`src/rtl/encrypt_stream_if.sv`:
```
// Handshake bundle between an encrypt_stream block and its key/plaintext source
// and ciphertext sink.
interface encrypt_stream_if #(
    parameter int N = 30,
    parameter int P = 6
);
    logic         start;
    logic [P-1:0] plaintext;
    logic         pk_valid;
    logic [N-1:0] pk_a;
    logic [N-1:0] pk_b;
    logic         pk_ready;
    logic [N-1:0] cipher_text_top;
    logic [N-1:0] cipher_text_bot;
    logic         ct_valid;
    logic         ct_ready;
    logic         busy;

    modport master (
        output start, plaintext, pk_valid, pk_a, pk_b, ct_ready,
        input  pk_ready, cipher_text_top, cipher_text_bot, ct_valid, busy
    );

    modport slave (
        input  start, plaintext, pk_valid, pk_a, pk_b, ct_ready,
        output pk_ready, cipher_text_top, cipher_text_bot, ct_valid, busy
    );
endinterface

```
`src/rtl/encrypt_stream.sv`:
```
// Sequential LWE encryptor: sums an LFSR-selected subset of public-key rows and
// adds the scaled plaintext to the top word, then offers the ciphertext pair.
module encrypt_stream #(
    parameter int          N         = 30,
    parameter int          P         = 6,
    parameter int          ROWS      = 16,
    parameter logic [15:0] LFSR_SEED = 16'hACE1
) (
    input  logic          clk,
    input  logic          rst_n,
    encrypt_stream_if.slave bus
);
    localparam logic [15:0] SEED = (LFSR_SEED == 16'h0000) ? 16'hACE1 : LFSR_SEED;
    localparam int          CW   = $clog2(ROWS + 1);

    typedef enum logic [1:0] {IDLE, LOAD, OUT} state_t;

    state_t        state, next_state;
    logic [15:0]   lfsr;
    logic [CW-1:0] row_cnt;
    logic [P-1:0]  pt_q;
    logic [N-1:0]  acc_top, acc_bot;

    logic          accept;
    logic          last_row;
    logic          sel;
    logic [N-1:0]  pt_scaled;
    logic [N-1:0]  add_top, add_bot;

    assign accept    = (state == LOAD) && bus.pk_valid;
    assign last_row  = accept && (row_cnt == CW'(ROWS - 1));
    assign sel       = lfsr[0];
    assign pt_scaled = {pt_q, {(N-P){1'b0}}};
    assign add_bot   = sel ? bus.pk_a : '0;
    assign add_top   = (sel ? bus.pk_b : '0) + (last_row ? pt_scaled : '0);

    // NOTE: every output of this block gets a default first so no path leaves a
    // signal unassigned, which would otherwise infer a latch.
    always_comb begin
        next_state   = state;
        bus.pk_ready = 1'b0;
        bus.ct_valid = 1'b0;
        unique case (state)
            IDLE: if (bus.start) next_state = LOAD;
            LOAD: begin
                bus.pk_ready = 1'b1;
                if (last_row) next_state = OUT;
            end
            OUT: begin
                bus.ct_valid = 1'b1;
                if (bus.ct_ready) next_state = IDLE;
            end
            default: next_state = IDLE;
        endcase
    end

    // NOTE: sequential state uses non-blocking assignments so every register
    // samples pre-edge values regardless of statement order.
    always_ff @(posedge clk or negedge rst_n) begin
        if (!rst_n) state <= IDLE;
        else        state <= next_state;
    end

    // NOTE: all datapath registers are reset, so a reset mid-message leaves no
    // partial ciphertext visible on the outputs.
    always_ff @(posedge clk or negedge rst_n) begin
        if (!rst_n) begin
            lfsr    <= SEED;
            row_cnt <= '0;
            pt_q    <= '0;
            acc_top <= '0;
            acc_bot <= '0;
        end else begin
            if (state == IDLE && bus.start) begin
                pt_q    <= bus.plaintext;
                row_cnt <= '0;
                acc_top <= '0;
                acc_bot <= '0;
            end else if (accept) begin
                acc_top <= acc_top + add_top;
                acc_bot <= acc_bot + add_bot;
                lfsr    <= {lfsr[0] ^ lfsr[2] ^ lfsr[3] ^ lfsr[5], lfsr[15:1]};
                row_cnt <= row_cnt + CW'(1);
            end
        end
    end

    assign bus.cipher_text_top = acc_top;
    assign bus.cipher_text_bot = acc_bot;
    assign bus.busy            = (state != IDLE);

endmodule

```
`src/flat_wrapper.sv`:
```
// flat-port wrapper written by rule: the top's interface ports become plain ports
module encrypt_stream_flat 
#(
    parameter int          N         = 30,
    parameter int          P         = 6,
    parameter int          ROWS      = 16,
    parameter logic [15:0] LFSR_SEED = 16'hACE1
)
  (clk, rst_n, bus_start, bus_plaintext, bus_pk_valid, bus_pk_a, bus_pk_b, bus_ct_ready, bus_pk_ready, bus_cipher_text_top, bus_cipher_text_bot, bus_ct_valid, bus_busy);
  encrypt_stream_if #(.N(N), .P(P)) bus_i ();
  input  logic clk;
  input  logic rst_n;
  input wire logic [$bits(bus_i.start)-1:0] bus_start;
  input wire logic [$bits(bus_i.plaintext)-1:0] bus_plaintext;
  input wire logic [$bits(bus_i.pk_valid)-1:0] bus_pk_valid;
  input wire logic [$bits(bus_i.pk_a)-1:0] bus_pk_a;
  input wire logic [$bits(bus_i.pk_b)-1:0] bus_pk_b;
  input wire logic [$bits(bus_i.ct_ready)-1:0] bus_ct_ready;
  output wire logic [$bits(bus_i.pk_ready)-1:0] bus_pk_ready;
  output wire logic [$bits(bus_i.cipher_text_top)-1:0] bus_cipher_text_top;
  output wire logic [$bits(bus_i.cipher_text_bot)-1:0] bus_cipher_text_bot;
  output wire logic [$bits(bus_i.ct_valid)-1:0] bus_ct_valid;
  output wire logic [$bits(bus_i.busy)-1:0] bus_busy;
  assign bus_i.start = bus_start;
  assign bus_i.plaintext = bus_plaintext;
  assign bus_i.pk_valid = bus_pk_valid;
  assign bus_i.pk_a = bus_pk_a;
  assign bus_i.pk_b = bus_pk_b;
  assign bus_i.ct_ready = bus_ct_ready;
  assign bus_pk_ready = bus_i.pk_ready;
  assign bus_cipher_text_top = bus_i.cipher_text_top;
  assign bus_cipher_text_bot = bus_i.cipher_text_bot;
  assign bus_ct_valid = bus_i.ct_valid;
  assign bus_busy = bus_i.busy;
  encrypt_stream #(.N(N), .P(P), .ROWS(ROWS), .LFSR_SEED(LFSR_SEED)) u_core (.clk(clk), .rst_n(rst_n), .bus(bus_i));
endmodule
```
`config.mk`:
```
export PLATFORM = sky130hd
export DESIGN_NAME = encrypt_stream_flat
export DESIGN_NICKNAME = d
export VERILOG_FILES = /design/src/rtl/encrypt_stream_if.sv /design/src/rtl/encrypt_stream.sv /design/src/flat_wrapper.sv
export SDC_FILE = /design/constraint.sdc
export NUM_CORES = 1
export LEC_CHECK = 0
export BUFFER_PORTS_ARGS = -buffer_cell sky130_fd_sc_hd__buf_2
export CORE_ASPECT_RATIO = 0.5
export CORE_MARGIN = 4
export CORE_UTILIZATION = 40
export CTS_BUF_LIST = sky130_fd_sc_hd__clkbuf_8
export CTS_CLUSTER_SIZE = 25
export DETAILED_ROUTE_END_ITERATION = 12
export HOLD_SLACK_MARGIN = 0.03
export SYNTH_ARGS = -nofsm -noshare
export SYNTH_HDL_FRONTEND = slang
export SYNTH_SLANG_ARGS = --single-unit
```
`constraint.sdc`:
```
create_clock -name clk -period 5.7 [get_ports clk]
set_clock_uncertainty 0.1 [all_clocks]
set_input_delay 1.14 -clock clk [delete_from_list [all_inputs] [get_ports clk]]
set_output_delay 1.14 -clock clk [all_outputs]
set_load 0.01 [all_outputs]
```
==> results of run 1 <==
## tightest hold or removal path, cell delays in order, from the launching register on
cell and delay (ns):
dfstp_2 0.38, nand2_1 0.05, nand2_1 0.04
## synthesized netlist by cell type (all sizes together), types with 11 or more instances
master / instances
a211oi: 12
a21o: 30
a21oi: 42
and2: 59
clkbuf: 29
dfrtp: 81
ha: 83
inv: 25
nand2: 148
nand3: 13
nor2: 20
nor2b: 11
o21ai: 75
xnor2: 24
xor2: 31
## sequential cells by signal (all words and copies together) (netlist names)
register / flops
u_core.lfsr: 16
u_core.bus.cipher_text_bot: 30
u_core.row_cnt: 5
u_core.pt_q: 6
u_core.state: 2
u_core.bus.cipher_text_top: 30
## per-stage QoR
| step | instance area, µm² | cells | setup WS, ns |
|---|---|---|---|
| 3_3_place_gp | 7910 | 1140 | 1.49 |
| 6_report | 8110 | 1156 | 1.61 |
| 5_1_grt | 8110 | 1156 | 1.19 |
| 4_1_cts | 8110 | 1156 | 1.56 |
| 3_5_place_dp | 7910 | 1140 | 1.42 |
| 2_1_floorplan | 7040 | 805 | 1.86 |
## cells by family after synthesis
kind of cell | Yosys count | share of synthesized area
xor+xnor | 55 | 0.0684
mux | 2 | 0.00284
buf+inv | 55 | 0.0318
fa+ha+maj | 90 | 0.167
simple gates | 289 | 0.198
compound gates | 225 | 0.214
flops | 89 | 0.318
## layer usage
metal  part of all wire  vias up
met5                  0        -
met4             0.0068        0
met3              0.036       12
met2               0.44       93
met1               0.51     2835
li1                   -     3064
## power by group through the flow
stage,clock [W],sequential (W),combinational (W)
finish,0.000457,0.000712,0.000280
CTS,0.000486,0.000713,0.000289
global route,0.000507,0.000718,0.000322
global placement,0,0.000724,0.000282
floorplan,0,0.000721,0.000176
detailed placement,0,0.000725,0.000287
## worst max-delay path by stage
stage | slack [ns] | start | end | depth (start not counted)
6_report | 1.61 | u_core.lfsr[0] | u_core.bus.cipher_text_top[27] | 14
5_1_grt | 1.19 | u_core.lfsr[0] | u_core.bus.cipher_text_top[27] | 14
4_1_cts | 1.56 | u_core.lfsr[0] | u_core.bus.cipher_text_top[27] | 14
3_5_place_dp | 1.42 | bus_pk_b[1] | u_core.bus.cipher_text_top[27] | 14
3_3_place_gp | 1.49 | bus_pk_b[1] | u_core.bus.cipher_text_top[27] | 14
2_1_floorplan | 1.86 | bus_pk_b[14] | u_core.bus.cipher_text_top[28] | 12
## layout make-up
cell class              count  share of cell area
multi-input cells         661               0.566
flip-flops and latches     89               0.276
clock buffers               9              0.0153
clock inverters             7             0.00864
repair buffers            138              0.0871
well taps                 227              0.0350
inverters                  25              0.0116
==> impl_metrics.yaml, run 1 <==
status:
  run_status: "completed"
hold_path:
  hold_start: "u_core.lfsr[6]"
  min_path_cells: 2
  whs_endpoint: "u_core.lfsr[5]"
  hold_class: "reg2reg"
die:
  row_count: 33
  die_y_um: 102
  io_pins: 134
  die_w_um: 196
  start_util: 0.419
  die-area_um2: 19900
  core_um2: 16800
clocking:
  cts_resized: 0
  cts.sinks: 89
  ctsHoldBuffers: 0
  cts_setup_buffers: 0
  clockBufferDepth: 2
  cts_root_buf: "clkbuf_8"
  cts-htree-levels: 3
  cts_tree: "yes"
  clk_pin_slew_worst_paths_ns: 0.10
  cts_buffers: 9
  insertion_delay_ns: 0.38
sta:
  rsz0062_at_grt: "false"
  fin_crit_sh: 0.717
  drv_slew: 0
  setup_violations: 0
  tightest_slew_ns: 0.766
  fmaxAchievable_mhz: 245
  tns_ns: 0
  slew_headroom: 0.489
  finalCriticalPeriod_ns: 4.09
  finalHoldViolCount: 0
  holdWs_ns: 0.358
global_route:
  grt_pass1_wl_um: 28800
  grt_util_met2: 0.290
  busiest_layer: "met2"
  grt_util_met1: 0.244
  antenna_found_initial: 0
  grt_pass1_vias: 5849
  use_met3: 0.0389
  grt_max_degree: 70
  grt_usage: 0.176
  overflow: 0
cells_and_area:
  final_cell_mix: "nand2_1 (147), buf_2 (132), ha_1 (83)"
  diodes: 0
  drive_above_1_share: 0.200
  layout.nets: 1085
  area_growth_pct: 15.1
  multiInputGateArea_um2: 4590
  layout_commonest_cell: "nand2_1"
  regArea_um2: 2240
  finish.utilization: 0.482
  fillers: 1661
synth:
  yosysUniqueCellTypes: 67
  synthFlopType: "dfrtp_1"
  synthCells: 805
  synth-seq-area-share: 0.318
  synthTopCellsByArea: "dfrtp_1 (29%), ha_1 (15%), nand2_1 (7.9%), and2_1 (5.2%), o21ai_0 (4.7%)"
  ys_seq_elements: 89
  synth_area_um2: 7040
  syn-mean-instance-area_um2: 8.75
  yosys_warnings: 0
  yosys.area.top_type: "dfrtp_1"
  synth_top_area_frac: 0.288
  synth_nets: 966
  ys_async_sr_fraction: 1.00
  synth_edf_count: 0
worst_setup_path:
  cp_common_cell: "ha_1"
  cp_top_family: "compound AO/OA/AOI/OAI gates"
  critPathSlowestCell: "dfstp_2"
  r2r_setup_slack_ns: 1.61
  reg2regPathDepth: 14
  cp-end-kind: "flip-flop"
  cp-start-kind: "flip-flop"
  cpPeakStageDelay_ns: 0.95
  required_ns: 5.90
  cp.buffers_inverters: 1
  r2r-end: "u_core.bus.cipher_text_top[27]"
  critPathKind: "reg2reg"
  r2r-start: "u_core.lfsr[0]"
  worstPathMaxFanout: 34
  arrival_ns: 4.28
  worstPathCellList: "buf_4, and2_1, ha_1, ha_1, fa_1, a211oi_1, o21ai_1, a211oi_2, o41ai_2, a31oi_1, o21bai_1, a21oi_1, xor2_1, o21ai_0"
routing:
  vias_per_cell: 5.19
  drt_pass1_iterations: 4
  wirelength_um: 17400
  ant_nets: 0
  drc: 0
  drt_iter0_markers: 256
  wl_per_cell_um: 15.0
  vias: 6004
job:
  max_cap_viol_count: 0
power:
  combPwrFrac: 0.193
  p_seq_frac: 0.492
  p_clk_frac: 0.315
  p_int_w: 0.000975
  p_per_area_nw_per_um2: 179
  p_sw_w: 0.000474
  finalPower_w: 0.00145
  ir_worst_vdd_uv: 93.6
  swShare: 0.327
  leakage_nw: 4.41
placement:
  port_buffers: 133
  gp_congestion: 0.855
  dp.final_hpwl_um: 12800
No activity file was read; power rests on OpenSTA's default activity.
==> run 2, diff against run 1 <==
==> constraint.sdc (replaced) <==
create_clock -name clk -period 3.5 [get_ports clk]
set_clock_uncertainty 0.1 [all_clocks]
set_input_delay 0.7 -clock clk [delete_from_list [all_inputs] [get_ports clk]]
set_output_delay 0.7 -clock clk [all_outputs]
set_load 0.01 [all_outputs]
==> run 2 against run 1 <==
  * Register-to-register slack got worse by 1.6 ns
  * Worst hold slack got worse by 0.13 ns
  * Final area rose by 6.8%
  * Core utilization rose by 3.3 points
  * Sequential power rose by 63%
==> impl_metrics.yaml, run 2 (synthesis results as in run 1) <==
status:
  run_status: "completed"
sta:
  finalCriticalPeriod_ns: 3.47
  tns_ns: 0
  fmaxAchievable_mhz: 288
  tightest_slew_ns: 0.827
  rsz0062_at_grt: "true"
  slew_headroom: 0.446
  fin_crit_sh: 0.991
  finalHoldViolCount: 0
  setup_ws_ns: 0.0307
  drv_slew: 0
  setup_violations: 0
worst_setup_path:
  worstPathCellList: "buf_12, and2_1, ha_1, ha_1, a21o_2, a31o_1, a211oi_2, o21ai_1, o21a_1, o311a_4, a221oi_2, xor2_1, o21ai_1"
  required_ns: 3.63
  cp.buffers_inverters: 1
  cpPeakStageDelay_ns: 0.65
  arrival_ns: 3.60
  worstPathMaxFanout: 12
  cp-start-kind: "flip-flop"
  critPathKind: "reg2reg"
  cp-end-kind: "flip-flop"
  cp_top_family: "compound AO/OA/AOI/OAI gates"
  critPathSlowestCell: "dfstp_2"
clocking:
  cts_tree: "yes"
  cts.sinks: 89
  clk_pin_slew_worst_paths_ns: 0.10
  cts-htree-levels: 3
  insertion_delay_ns: 0.38
  cts_buffers: 9
  clockBufferDepth: 2
  cts_root_buf: "clkbuf_8"
  ctsHoldBuffers: 0
hold_path:
  hold_class: "in2async"
cells_and_area:
  finish.utilization: 0.515
  layout.cells.non_filler: 1200
  drive_above_1_share: 0.263
  layout.nets: 1129
  diodes: 0
  final_cell_mix: "nand2_1 (147), buf_2 (132), dfrtp_1 (81)"
  area_growth_pct: 22.9
  layout_commonest_cell: "nand2_1"
die:
  core_um2: 16800
  io_pins: 134
  die_y_um: 102
  start_util: 0.419
  die-area_um2: 19900
  die_w_um: 196
  row_count: 33
routing:
  vias: 6223
  vias_per_cell: 5.19
  wl_per_cell_um: 15.3
  wirelength_um: 18400
  drc: 0
  drt_pass1_iterations: 4
  drt_iter0_markers: 229
  ant_nets: 0
placement:
  pre_cts_ws_ns: -0.324
  dp.final_hpwl_um: 13700
  gp_congestion: 0.843
  dpl.cell_count: 1179
  port_buffers: 133
global_route:
  antenna_found_initial: 0
  overflow: 0
  grt_pass1_vias: 6329
  grt_max_degree: 46
  grt_pass1_wl_um: 30900
  grt_usage: 0.185
power:
  p_per_area_nw_per_um2: 273
  finalPower_w: 0.00236
  leakage_nw: 4.67
  ir_worst_vdd_uv: 183
job:
  max_cap_viol_count: 0
==> run 2: path summary, 6_finish.rpt <==
check	slack [ns]	start	depth (start not counted)	endpoint
max in group asynchronous	2.38	rst_n	2	u_core.lfsr[0]
min in group clk	0.36	u_core.lfsr[6]	2	u_core.lfsr[5]
max reg2reg	0.03	u_core.lfsr[0]	13	u_core.bus.cipher_text_top[28]
min reg2reg	0.36	u_core.lfsr[6]	2	u_core.lfsr[5]
max	0.03	u_core.lfsr[0]	13	u_core.bus.cipher_text_top[28]
min	0.23	rst_n	1	u_core.bus.cipher_text_top[6]
==> run 2: through the flow <==
step / hold slack, ns / cell area [µm²]
2_1_floorplan: 0.304 / 7050
3_5_place_dp: 0.346 / 8250
6_report: 0.232 / 8660
3_3_place_gp: 0.339 / 8250
4_1_cts: 0.237 / 8450
5_1_grt: 0.254 / 8660
==> run 2: power breakdown <==
part / leakage, nW / total, W / internal [W] / switching, W
clock: 0.0969 / 0.000716 / 0.000274 / 0.000442
combinational: 3.38 / 0.000487 / 0.000171 / 0.000316
sequential: 1.19 / 0.00116 / 0.00111 / 0.0000565
total: 4.67 / 0.00236 / 0.00155 / 0.000814
==> run 2: final cells by class <==
| cell class | count | area (µm²) |
|---|---|---|
| Inverter | 25 | 93.8 |
| Clock buffer | 9 | 124 |
| Tap cell | 227 | 284 |
| Fill cell | 1619 | 8150 |
| Timing Repair Buffer | 182 | 1090 |
| Multi-Input combinational cell | 661 | 4770 |
| Clock inverter | 7 | 60.1 |
| Sequential cell | 89 | 2240 |
==> run 2: per-layer routing <==
metal	up-vias	part of all wire	GRT usage
met4	0	0.0096	0.0354
met2	95	0.46	0.307
met5	-	0	0
li1	3153	-	-
met3	18	0.035	0.0395
met1	2957	0.50	0.256
==> run 2: repair_timing <==
action	4_1_cts	5_1_grt
resized for setup	3	33
setup buffers	0	5
pin swaps	3	18
endpoints found under the setup margin	7	16
gates cloned	0	0
==> run 3, diff against run 2 <==
--- a/config.mk
+++ b/config.mk
@@ -9,7 +9,7 @@
 export CORE_ASPECT_RATIO = 0.5
 export CORE_MARGIN = 4
 export CORE_UTILIZATION = 40
-export CTS_BUF_LIST = sky130_fd_sc_hd__clkbuf_8
+export CTS_BUF_LIST = sky130_fd_sc_hd__clkbuf_4
 export CTS_CLUSTER_SIZE = 25
 export DETAILED_ROUTE_END_ITERATION = 12
 export HOLD_SLACK_MARGIN = 0.03
==> run 3 against run 2 <==
  * Power fell by 4.9%
  * Critical endpoint unchanged
  * Register-to-register slack barely moved
  * Routed wire length rose by 0.84%
  * Via count barely moved
  * Clock-buffer cell count did not move
  * Sequential power barely moved
  * Largest power group unchanged
==> impl_metrics.yaml, run 3 (synthesis results as in run 1) <==
die:
  die-area_um2: 19900
  die_y_um: 102
  core_um2: 16800
  start_util: 0.419
  io_pins: 134
  row_count: 33
  die_w_um: 196
sta:
  fmaxAchievable_mhz: 289
  finalCriticalPeriod_ns: 3.46
  setup_violations: 0
  fin_crit_sh: 0.989
  finalHoldViolCount: 0
  rsz0062_at_grt: "true"
  drv_slew: 0
  slew_headroom: 0.453
  tns_ns: 0
  tightest_slew_ns: 0.818
  holdWs_ns: 0.107
routing:
  route.met3.wl_um: 767
  top_layer: "met4"
  drt_iter0_markers: 227
  ant_nets: 0
  vias_per_cell: 5.19
  wl_per_cell_um: 15.5
  wl_met1_um: 9160
  drt_pass1_iterations: 4
  drc: 0
  met2_length_um: 8440
  wirelength_um: 18600
  vias: 6226
cells_and_area:
  drive_above_1_share: 0.264
  fillers: 1624
  area_growth_pct: 22.1
  layout_commonest_cell: "nand2_1"
  final_cell_mix: "nand2_1 (147), buf_2 (132), dfrtp_1 (81)"
  diodes: 0
  layout.nets: 1129
clocking:
  cts-htree-levels: 3
  clk_pin_slew_worst_paths_ns: 0.18
  clockBufferDepth: 2
  cts.sinks: 89
  cts_root_buf: "clkbuf_4"
  cts_buffers: 9
  insertion_delay_ns: 0.49
  cts_tree: "yes"
global_route:
  grt_pass1_vias: 6312
  overflow: 0
  grt_max_degree: 46
  antenna_found_initial: 0
  grt_pass1_wl_um: 30900
  grt_usage: 0.186
worst_setup_path:
  cp-start-kind: "flip-flop"
  critPathKind: "reg2reg"
  required_ns: 3.75
  r2r_setup_slack_ns: 0.04
  arrival_ns: 3.72
  worstPathMaxFanout: 12
  cp-end-kind: "flip-flop"
power:
  p_per_area_nw_per_um2: 262
  leakage_nw: 4.64
  ir_worst_vdd_uv: 177
placement:
  port_buffers: 133
  gp_congestion: 0.843
  dp.final_hpwl_um: 13700
status:
  run_status: "completed"
job:
  max_cap_viol_count: 0
hold_path:
  hold_class: "in2async"
==> run 3: cell counts in the layout (fill, tap and decap cells not counted) <==
No cell type changed its count.
==> run 3: repair_timing <==
item / 4_1_cts / 5_1_grt
pin swaps: 4 / 20
setup endpoints to repair: 8 / 17
hold endpoints to repair: 0 / 0
hold buffers: 0 / 0
resized for setup: 3 / 33
buffers inserted: 0 / 5
==> run 3: per-stage QoR <==
step                power (W)  worst slack (ns)  utilization  cell area, µm²  instances
floorplan             0.00146            0.0481            -            7050        805
global placement      0.00166            -0.307        0.491            8250       1179
detailed placement    0.00168            -0.324        0.491            8250       1179
CTS                   0.00229           -0.0123        0.500            8400       1195
global route          0.00240            -0.169        0.511            8590       1200
finish                0.00225            0.0376        0.511            8590       1200
==> run 3: final timing paths <==
kind | end | cells past startpoint | startpoint
min in group clk | u_core.pt_q[5] | 3 | bus_plaintext[5]
max in group asynchronous | u_core.lfsr[6] | 2 | rst_n
setup reg to reg | u_core.bus.cipher_text_top[28] | 13 | u_core.lfsr[0]
hold reg to reg | u_core.lfsr[5] | 2 | u_core.lfsr[6]
setup / recovery | u_core.bus.cipher_text_top[28] | 13 | u_core.lfsr[0]
hold / removal | u_core.pt_q[3] | 1 | rst_n
==> run 3: power breakdown <==
part | switching, W | leakage, nW | internal (W) | total [W]
clock network | 0.000439 | 0.0736 | 0.000162 | 0.000601
logic | 0.000314 | 3.38 | 0.000171 | 0.000485
registers | 0.0000557 | 1.19 | 0.00111 | 0.00116
total | 0.000809 | 4.64 | 0.00144 | 0.00225
==> run 3: worst max-delay path, cell delays in order, from the launching register on <==
cell and delay (ns):
dfstp_2 0.66, buf_12 0.15, and2_1 0.13, ha_1 0.22, ha_1 0.31, a21o_2 0.21
a31o_1 0.19, a211oi_2 0.21, o21ai_1 0.10, o21a_1 0.21, o311a_4 0.32, a221oi_2 0.28
xor2_1 0.17, o21ai_1 0.07
==> run 3: final cells by class <==
class                   instances  area, µm²  share of cell area
multi-input cells             661       4760               0.554
flip-flops and latches         89       2240               0.260
repair buffers                182       1090               0.127
well taps                     227        284              0.0330
inverters                      25       93.8              0.0109
clock buffers                   9       67.6             0.00786
clock inverters                 7       60.1             0.00699
==> run 3: metal layers <==
metal / global-route usage / vias up
met5: 0 / -
met2: 0.310 / 103
met3: 0.0405 / 19
met4: 0.0338 / 0
li1: - / 3156
met1: 0.256 / 2948
